## src/rtl/ps2_pkg.sv

```systemverilog
// Shared PS/2 definitions: transmitter state encoding, keyboard command bytes, frame helper.
package ps2_pkg;

  localparam logic [2:0] ST_IDLE      = 3'd0;
  localparam logic [2:0] ST_INHIBIT   = 3'd1;
  localparam logic [2:0] ST_REQ       = 3'd2;
  localparam logic [2:0] ST_SEND      = 3'd3;
  localparam logic [2:0] ST_ACK       = 3'd4;
  localparam logic [2:0] ST_WAIT_IDLE = 3'd5;
  localparam logic [2:0] ST_FAIL      = 3'd6;

  localparam logic [7:0] PS2_CMD_SET_LEDS = 8'hED;
  localparam logic [7:0] PS2_CMD_RESET    = 8'hFF;
  localparam logic [7:0] PS2_CMD_ENABLE   = 8'hF4;

  typedef logic [9:0] ps2_frame_t;

  // {stop, odd parity, d7..d0}; bits leave LSB first.
  function automatic ps2_frame_t ps2_frame(input logic [7:0] data);
    return {1'b1, ~^data, data};
  endfunction

endpackage

```

## src/rtl/ps2_line_sync.sv

```systemverilog
// Pad-input synchroniser for the PS/2 clock and data lines, plus falling-edge detect on the clock.
module ps2_line_sync #(
  parameter int SYNC_STAGES = 2
) (
  input  logic clk_i,
  input  logic rst_i,
  input  logic ps2_clk_i,
  input  logic ps2_data_i,
  output logic clk_s_o,
  output logic data_s_o,
  output logic clk_fall_o
);

  logic [SYNC_STAGES-1:0] clk_sync_q;
  logic [SYNC_STAGES-1:0] data_sync_q;
  logic                   clk_prev_q;

  // Idle lines are pulled high, so reset to 1 to avoid a false fall after reset.
  always_ff @(posedge clk_i) begin
    if (rst_i) begin
      clk_sync_q  <= {SYNC_STAGES{1'b1}};
      data_sync_q <= {SYNC_STAGES{1'b1}};
      clk_prev_q  <= 1'b1;
    end else begin
      clk_sync_q  <= {clk_sync_q[SYNC_STAGES-2:0], ps2_clk_i};
      data_sync_q <= {data_sync_q[SYNC_STAGES-2:0], ps2_data_i};
      clk_prev_q  <= clk_sync_q[SYNC_STAGES-1];
    end
  end

  assign clk_s_o    = clk_sync_q[SYNC_STAGES-1];
  assign data_s_o   = data_sync_q[SYNC_STAGES-1];
  assign clk_fall_o = clk_prev_q & ~clk_sync_q[SYNC_STAGES-1];

endmodule

```

## src/rtl/ps2_host_tx.sv

```systemverilog
// Host-to-device PS/2 transmitter: inhibits the bus, sends one command frame open-drain, checks the ack.
module ps2_host_tx
  import ps2_pkg::*;
#(
  parameter int INHIBIT_CYCLES = 6000,
  parameter int REQ_TIMEOUT    = 750000,
  parameter int PKT_TIMEOUT    = 100000,
  parameter int SYNC_STAGES    = 2
) (
  input  logic       clock_i,
  input  logic       reset_i,
  input  logic       tx_valid_i,
  input  logic [7:0] tx_data_i,
  output logic       tx_ready_o,
  output logic       tx_done_o,
  output logic       tx_error_o,
  output logic       busy_o,
  input  logic       ps2_clk_i,
  input  logic       ps2_data_i,
  output logic       ps2_clk_drive_low_o,
  output logic       ps2_data_drive_low_o
);

  localparam int         CNT_MAX   = (REQ_TIMEOUT > PKT_TIMEOUT) ? REQ_TIMEOUT : PKT_TIMEOUT;
  localparam int         CNT_W     = $clog2(CNT_MAX + 1);
  localparam logic [3:0] LAST_FALL = 4'd10;

  logic [2:0]       state_q, state_d;
  logic [CNT_W-1:0] cnt_q, cnt_d;
  ps2_frame_t       frame_q, frame_d;
  logic [3:0]       idx_q, idx_d;
  logic             clk_drv_q, clk_drv_d;
  logic             data_drv_q, data_drv_d;
  logic             done_q, done_d;
  logic             error_q, error_d;

  logic             clk_s, data_s, clk_fall_s;
  logic [CNT_W-1:0] cnt_inc_s;
  logic             pkt_to_s;

  ps2_line_sync #(.SYNC_STAGES(SYNC_STAGES)) u_sync (
    .clk_i      (clock_i),
    .rst_i      (reset_i),
    .ps2_clk_i  (ps2_clk_i),
    .ps2_data_i (ps2_data_i),
    .clk_s_o    (clk_s),
    .data_s_o   (data_s),
    .clk_fall_o (clk_fall_s)
  );

  assign cnt_inc_s = (&cnt_q) ? cnt_q : cnt_q + CNT_W'(1);
  assign pkt_to_s  = (cnt_q == CNT_W'(PKT_TIMEOUT - 1));

  // Next-state logic; data drive is only updated on a detected fall, i.e. while the clock is low.
  always_comb begin
    state_d    = state_q;
    cnt_d      = cnt_inc_s;
    frame_d    = frame_q;
    idx_d      = idx_q;
    clk_drv_d  = clk_drv_q;
    data_drv_d = data_drv_q;
    case (state_q)
      ST_IDLE: begin
        cnt_d = '0;
        if (tx_valid_i && tx_ready_o) begin
          frame_d   = ps2_frame(tx_data_i);
          idx_d     = 4'd0;
          clk_drv_d = 1'b1;
          state_d   = ST_INHIBIT;
        end else begin
          clk_drv_d  = 1'b0;
          data_drv_d = 1'b0;
        end
      end
      ST_INHIBIT: begin
        if (cnt_q == CNT_W'(INHIBIT_CYCLES - 1)) begin
          clk_drv_d = 1'b0;
          cnt_d     = '0;
          state_d   = ST_REQ;
        end else if (cnt_q == CNT_W'(INHIBIT_CYCLES - 2)) begin
          data_drv_d = 1'b1;
        end else begin
          data_drv_d = data_drv_q;
        end
      end
      ST_REQ: begin
        if (clk_fall_s) begin
          data_drv_d = ~frame_q[0];
          idx_d      = 4'd1;
          cnt_d      = '0;
          state_d    = ST_SEND;
        end else if (cnt_q == CNT_W'(REQ_TIMEOUT - 1)) begin
          state_d = ST_FAIL;
        end else begin
          state_d = ST_REQ;
        end
      end
      ST_SEND: begin
        if (pkt_to_s) begin
          state_d = ST_FAIL;
        end else if (clk_fall_s) begin
          if (idx_q == LAST_FALL) begin
            state_d = ST_ACK;
          end else begin
            data_drv_d = ~frame_q[idx_q];
            idx_d      = idx_q + 4'd1;
          end
        end else begin
          state_d = ST_SEND;
        end
      end
      ST_ACK: begin
        if (pkt_to_s || data_s) begin
          state_d = ST_FAIL;
        end else begin
          state_d = ST_WAIT_IDLE;
        end
      end
      ST_WAIT_IDLE: begin
        if (pkt_to_s) begin
          state_d = ST_FAIL;
        end else if (clk_s && data_s) begin
          state_d = ST_IDLE;
        end else begin
          state_d = ST_WAIT_IDLE;
        end
      end
      ST_FAIL: begin
        state_d = ST_IDLE;
      end
      default: begin
        state_d    = ST_IDLE;
        clk_drv_d  = 1'b0;
        data_drv_d = 1'b0;
      end
    endcase
    // The error pulse is the single FAIL cycle; both lines are already released by then.
    if (state_d == ST_FAIL) begin
      clk_drv_d  = 1'b0;
      data_drv_d = 1'b0;
    end else begin
      clk_drv_d  = clk_drv_d;
    end
    error_d = (state_d == ST_FAIL);
    done_d  = (state_q == ST_WAIT_IDLE) && (state_d == ST_IDLE);
  end

  // State, counter, frame and registered outputs.
  always_ff @(posedge clock_i) begin
    if (reset_i) begin
      state_q    <= ST_IDLE;
      cnt_q      <= '0;
      frame_q    <= '0;
      idx_q      <= 4'd0;
      clk_drv_q  <= 1'b0;
      data_drv_q <= 1'b0;
      done_q     <= 1'b0;
      error_q    <= 1'b0;
    end else begin
      state_q    <= state_d;
      cnt_q      <= cnt_d;
      frame_q    <= frame_d;
      idx_q      <= idx_d;
      clk_drv_q  <= clk_drv_d;
      data_drv_q <= data_drv_d;
      done_q     <= done_d;
      error_q    <= error_d;
    end
  end

  // Ready is held off during the done cycle so a new request lands after the pulse.
  assign tx_ready_o           = (state_q == ST_IDLE) && !done_q;
  assign busy_o               = (state_q != ST_IDLE);
  assign tx_done_o            = done_q;
  assign tx_error_o           = error_q;
  assign ps2_clk_drive_low_o  = clk_drv_q;
  assign ps2_data_drive_low_o = data_drv_q;

endmodule

```

## config.mk

```make
export PLATFORM = sky130hd
export DESIGN_NAME = ps2_host_tx
export DESIGN_NICKNAME = d
export VERILOG_FILES = /design/src/rtl/ps2_pkg.sv /design/src/rtl/ps2_line_sync.sv /design/src/rtl/ps2_host_tx.sv
export SDC_FILE = /design/constraint.sdc
export NUM_CORES = 1
export LEC_CHECK = 0
export BUFFER_PORTS_ARGS = -buffer_cell sky130_fd_sc_hd__buf_2
export CAP_MARGIN = 30
export CORE_MARGIN = 1
export CORE_UTILIZATION = 64
export CTS_CLUSTER_DIAMETER = 120
export DETAILED_ROUTE_END_ITERATION = 7
export GPL_ROUTABILITY_DRIVEN = 0
export GPL_TIMING_DRIVEN = 1
export PLACE_DENSITY = 0.84
export RECOVER_POWER = 100
export SLEW_MARGIN = 20
export SYNTH_ARGS = -nofsm -noshare
export SYNTH_HDL_FRONTEND = slang
export SYNTH_HIERARCHICAL = 1
export SYNTH_SLANG_ARGS = --single-unit
export TNS_END_PERCENT = 1
```

## constraint.sdc

```tcl
create_clock -name clock_i -period 5.5 [get_ports clock_i]
set_input_delay 0.55 -clock clock_i [delete_from_list [all_inputs] [get_ports clock_i]]
set_output_delay 0.55 -clock clock_i [all_outputs]
set_load 0.05 [all_outputs]
```

==> flow_metrics.tcl, run 1 <==
set metrics [dict create \
    grt_pass1_wl_microns 9180 \
    port_buffers 18 \
    crit_type "flop to output port" \
    avgViaCountPerCell 6.17 \
    grt_setup_unrepaired "false" \
    fmaxAchievable_ghz 0.428 \
    critPathMaxStageDelay_ps 480 \
    nets 325 \
    yosys-top-cells-area "dfxtp_1, nand2_1, nor2_1" \
    fin_crit_ps 2340 \
    hold_viol_final 0 \
    route.detailed.drc 0 \
    min_to "u_sync/data_sync_q[1]" \
    r2r_start "cnt_q[0]" \
    n_fill_cell 282 \
    syn-cell-area_sq_mm 0.00245 \
    synth_commonest_cells "dfxtp_1, nand2_1, nor2_1, a21oi_1" \
    p_per_area_mw_per_mm2 250 \
    finalSetupViolCount 0 \
    synth_seq_cells 46 \
    syn_area_per_cell_sq_um 8.26 \
    fp-row-count 22 \
    slew_violations 0 \
    dieHeight_microns 63.9 \
    cts-root-buf "clkbuf_8" \
    yosysMostFrequentCell "dfxtp_1" \
    hold_path_class "flop to flop" \
    crit_arrival_ps 1790 \
    fin_skew_ps 3.88 \
    fin_util_pct 71.8 \
    p_leak_uw 0.000912 \
    cp-start-kind "flop" \
    ioPinCount 19 \
    syn-instance-count 297 \
    crit_slowest_cell "clkbuf_1" \
    r2r_cells 7 \
    grtUsageTotal_pct 28.4 \
    synth_area_leader_cell "dfxtp_1" \
    cts_hold_buf 0 \
    clk_transition_reported_paths_ps 80 \
    irDropWorstVdd_v 0.000164 \
    synth-seq-area-share_pct 37.5 \
    crit_chain "nor2_1 -> nand2_1 -> nor2_1 -> clkbuf_1" \
    dp_hpwl_microns 3830 \
    multiInputGateArea_sq_mm 0.00144 \
    dr.pass1.iters 5 \
    yosysWarnings 6 \
    async_flop_share_pct 0 \
    r2r_end "idx_q[2]" \
    cts_made_buffers 5 \
    start_util_pct 67.0 \
    dpl_cell_area_sq_mm 0.00253 \
    path_common_cell "nor2_1" \
    end_kind "output port" \
    synthesis.nets 314 \
    grt_pass1_vias 1949 \
    cts_tree "built" \
    worstSkewPairLatency_ps 300 \
    cts.sinks 46 \
    antenna_violating_nets_post_route 0 \
    grt_max_degree 28 \
    p_total_uw 657 \
    antenna_found_initial 0 \
    drt_wl_total_microns 5380 \
    drv_cap 0 \
    wl_per_cell_microns 15.1 \
    synth_edf_count 0 \
    drive_gt1_share_pct 7.77 \
    synth_top_area_share_pct 37.5 \
    worst-path-stages 4 \
    detailedRoute.firstIterationViolations 179 \
    clockBufferDepth 2 \
    postCtsSetupBuffers 0 \
    setup_tns_ps 0 \
    crit_buf_inv 1 \
    area.sequential_sq_um 921 \
    path_delay_family "simple AND/OR/NAND/NOR gates" \
    ctsResizeCount 0 \
    r2r_setup_slack_ps 3220 \
    antenna_cells 0 \
    fin_crit_sh_pct 42.5 \
    synthToLayoutAreaGrowth_pct 7.19 \
    tightest_slew_ps 1120 \
    crit_fanout 16 \
    postLayoutCellArea_sq_mm 0.00263 \
    vias 2204 \
    status "finished, final reports clean" \
    grt_overflow_total 0 \
    synth.distinct_cells 54 \
    dieArea_sq_mm 0.00409 \
    cts_max_level 2 \
    holdPathStages 1 \
    synthFlopType "dfxtp_1" \
    required_ps 4950 \
    dieWidth_microns 63.9 \
    max-slew-margin-rel_pct 25.4 \
    coreArea_sq_mm 0.00366 \
    min_from "u_sync/data_sync_q[0]" \
]
==> registers in the layout (all words and copies together), names as in the netlist <==
name and count:
cnt_q 20, frame_q 10, idx_q 4, state_q 3
u_sync/clk_sync_q 2, u_sync/data_sync_q 2, ps2_clk_drive_low_o 1, ps2_data_drive_low_o 1
tx_done_o 1, tx_error_o 1, u_sync/clk_prev_q 1
==> per-layer routing <==
metal / track usage, % / wire length [microns]
met1: 39.1 / 2550
met2: 45.9 / 2520
met3: 4.46 / 235
met4: 7.67 / 75
met5: 0 / 0
==> stage by stage <==
| step | worst slack (ps) | instances | hold slack [ps] |
|---|---|---|---|
| after CTS | 3280 | 357 | 420 |
| final | 3160 | 357 | 417 |
| after floorplan | 3200 | 297 | 383 |
| after global routing | 2980 | 357 | 414 |
| after detailed placement | 3310 | 349 | 398 |
| after global placement | 3410 | 349 | 388 |
==> logic make-up (layout without fill, tap and decap cells) <==
| kind of cell | after synthesis | in the layout | synth area share (%) |
|---|---|---|---|
| fa+ha+maj | 4 | 4 | 2.04 |
| xor+xnor | 20 | 20 | 7.14 |
| compound gates | 48 | 48 | 12.4 |
| mux | 6 | 6 | 3.82 |
| flops | 46 | 46 | 37.5 |
| buf+inv | 19 | 31 | 3.57 |
| simple gates | 154 | 154 | 33.5 |
==> cell type report <==
type / count / share of cell area, %
inverter: 5 / 0.714
clock inverter: 3 / 1.52
timing repair buffer: 18 / 3.09
sequential: 46 / 35.0
multi-input combinational: 232 / 54.8
tap: 48 / 2.28
clock buffer: 5 / 2.62
==> how the worst max path moves through the flow <==
stage | start | to | slack [ps]
CTS | cnt_q[0] | tx_error_o | 3280
floorplan | state_q[2] | tx_ready_o | 3200
global placement | state_q[1] | idx_q[3] | 3410
global route | cnt_q[0] | tx_error_o | 2980
finish | state_q[0] | tx_ready_o | 3160
detailed placement | state_q[1] | idx_q[2] | 3310
==> power breakdown <==
part           total, uW  internal, uW  switching, uW
clock                246           134            112
combinational       61.3          22.2           39.2
sequential           350           342           7.88
==> placed cells by master, fill, tap and decap left out, types with 3 or more instances in the layout <==
| cell type | netlist | routed |
|---|---|---|
| dfxtp_1 | 46 | 46 |
| nand2_1 | 39 | 40 |
| nor2_1 | 33 | 34 |
| a21oi_1 | 22 | 22 |
| nor3_1 | 13 | 13 |
| xnor2_1 | 13 | 13 |
| nand3_1 | 11 | 11 |
| buf_2 | 4 | 11 |
| nand4_1 | 9 | 9 |
| and3_1 | 8 | 8 |
| xor2_1 | 7 | 7 |
| clkbuf_1 | 8 | 7 |
| nor2b_1 | 6 | 6 |
| o21ai_0 | 6 | 6 |
| inv_1 | 5 | 5 |
| clkbuf_8 | 0 | 5 |
| or2_1 | 5 | 5 |
| nor4_1 | 4 | 4 |
| ha_1 | 4 | 4 |
| and3b_1 | 3 | 3 |
| a31oi_1 | 3 | 3 |
| mux2i_1 | 3 | 3 |
(Power assumes the default switching activity.)
==> run 2, diff against run 1 <==
--- a/config.mk
+++ b/config.mk
@@ -8,12 +8,12 @@
 export BUFFER_PORTS_ARGS = -buffer_cell sky130_fd_sc_hd__buf_2
 export CAP_MARGIN = 30
 export CORE_MARGIN = 1
-export CORE_UTILIZATION = 64
+export CORE_UTILIZATION = 59
 export CTS_CLUSTER_DIAMETER = 120
 export DETAILED_ROUTE_END_ITERATION = 7
 export GPL_ROUTABILITY_DRIVEN = 0
 export GPL_TIMING_DRIVEN = 1
-export PLACE_DENSITY = 0.84
+export PLACE_DENSITY = 0.79
 export RECOVER_POWER = 100
 export SLEW_MARGIN = 20
 export SYNTH_ARGS = -nofsm -noshare
==> constraint.sdc (replaced) <==
create_clock -name clock_i -period 2.15 [get_ports clock_i]
set_input_delay 0.215 -clock clock_i [delete_from_list [all_inputs] [get_ports clock_i]]
set_output_delay 0.215 -clock clock_i [all_outputs]
set_load 0.05 [all_outputs]
==> run 2 against run 1 <==
  * Worst hold slack worse by 330 ps
  * Core utilization down 3.3 points
  * Sequential share of layout area fell by 1.3 points
  * Final cell count is 4.5% higher
  * Clock power rose by 100%
  * Design area increased by 4.2%
  * Via count shrank 0.41%
  * Global-route usage fell by 1.7 points
  * Largest cell class unchanged
  * First-iteration DRC count increased by 0.56%
  * Die area rose by 8.2%
  * Power rose by 140%
==> flow_metrics.tcl, run 2 (synthesized netlist as in run 1, its figures left out) <==
set metrics [dict create \
    status "finished, final reports clean" \
    required_ps 2380 \
    dpl_cell_area_sq_mm 0.00263 \
    synthToLayoutAreaGrowth_pct 11.7 \
    final_cell_mix "dfxtp_1, nand2_1, nor2_1" \
    setup_tns_ps 0 \
    n_fill_cell 343 \
    grt_pass1_wl_microns 8920 \
    top_register "cnt_q" \
    avgViaCountPerCell 5.88 \
    start_util_pct 61.3 \
    tightest_slew_ps 1110 \
    worstSkewPairLatency_ps 300 \
    fin_crit_ps 2050 \
    route.detailed.drc 0 \
    antenna_found_initial 0 \
    slew_violations 0 \
    dieHeight_microns 66.5 \
    r2r_start "cnt_q[0]" \
    wl_per_cell_microns 14.4 \
    crit_fanout 6 \
    cts_made_buffers 5 \
    p_per_area_mw_per_mm2 570 \
    holdPathStages 2 \
    crit_type "flop to flop" \
    cts-root-buf "clkbuf_8" \
    detailedRoute.firstIterationViolations 180 \
    hold_viol_final 0 \
    crit_chain "ha_2 -> and3_1 -> nand2_2 -> nor2_2 -> o31a_1 -> or4_1 -> a21oi_1" \
    p_leak_uw 0.000977 \
    cts_hold_buf 0 \
    postLayoutCellArea_sq_mm 0.00274 \
    cp-startpoint "cnt_q[0]" \
    fp-row-count 23 \
    fin_skew_ps 8.30 \
    dr.pass1.iters 4 \
    min_to "u_sync/data_sync_q[0]" \
    dp_hpwl_microns 3880 \
    ioPinCount 19 \
    crit_buf_inv 0 \
    grtUsageTotal_pct 26.7 \
    r2r_setup_slack_ps 100 \
    crit_arrival_ps 2270 \
    clk_transition_reported_paths_ps 80 \
    reg_top3 "cnt_q x20, frame_q x10, idx_q x4" \
    cts_max_level 2 \
    dieWidth_microns 66.5 \
    drv_cap 0 \
    port_buffers 18 \
    r2r_cells 7 \
    max-slew-margin-rel_pct 26.2 \
    antenna_cells 0 \
    fmaxAchievable_ghz 0.488 \
    drt_wl_total_microns 5360 \
    critPathMaxStageDelay_ps 510 \
    path_delay_family "simple AND/OR/NAND/NOR gates" \
    antenna_violating_nets_post_route 0 \
    cts.sinks 46 \
    r2r_end "idx_q[3]" \
    min_from "ps2_data_i" \
    coreArea_sq_mm 0.00400 \
    clockBufferDepth 2 \
    drive_gt1_share_pct 14.9 \
    hold_path_class "primary input to flop" \
    hold-worst-slack_ps 86.4 \
    fin_crit_sh_pct 95.3 \
    largest_reg_flops 20 \
    multiInputGateArea_sq_mm 0.00146 \
    grt_overflow_total 0 \
    grt_pass1_vias 1924 \
    cp-start-kind "flop" \
    cts_tree "built" \
    pre_cts_ws_ps 66.2 \
    fin_ws_ps 101 \
    final_common_cell "dfxtp_1" \
    grt_max_degree 28 \
    area.sequential_sq_um 925 \
    crit_slowest_cell "or4_1" \
    end_kind "flop" \
    irDropWorstVdd_v 0.000398 \
    dieArea_sq_mm 0.00442 \
    finalSetupViolCount 0 \
    nets 340 \
    vias 2195 \
]
run 2: repair_timing:
item                       CTS  global route
setup buffers                0             3
setup endpoints to repair    0             4
gates resized for setup      0             7
run 2: cell type report:
cell class	count	share of cell area, %
multi-input combinational	232	53.4
sequential	46	33.7
timing repair buffer	33	6.94
clock buffer	6	2.65
tap	50	2.28
inverter	5	0.685
clock inverter	1	0.274
run 2: worst max-delay path by stage:
stage / to / slack, ps / depth (start not counted)
after floorplan: idx_q[3] / 130 / 8
after global placement: idx_q[3] / 170 / 7
after detailed placement: tx_error_o / 70 / 7
after CTS: tx_error_o / 40 / 7
after global routing: tx_error_o / -0.5 / 6
final: idx_q[3] / 100 / 7
run 2: metal layers:
metal / up-vias / GRT usage [%] / part of all wire [%]
li1: 1107 / - / -
met1: 1034 / 34.0 / 45
met2: 45 / 44.3 / 50
met3: 9 / 5.14 / 4.2
met4: 0 / 10.4 / 1.6
met5: - / 0 / 0
run 2: where the power goes:
group          total [uW]  internal, uW  switching, uW  leakage, uW
registers             895           875           20.0     0.000375
clock network         501           223            278    0.0000373
logic                 166          63.9            102     0.000565
total                1560          1160            400     0.000977
run 2: stage by stage:
step | util [%] | total power (uW) | std cells
after CTS | 67.7 | 1580 | 370
after detailed placement | 65.7 | 1080 | 363
after global placement | 65.7 | 1070 | 363
final | 68.5 | 1560 | 373
after global routing | 68.5 | 1630 | 373
after floorplan | - | 1030 | 297
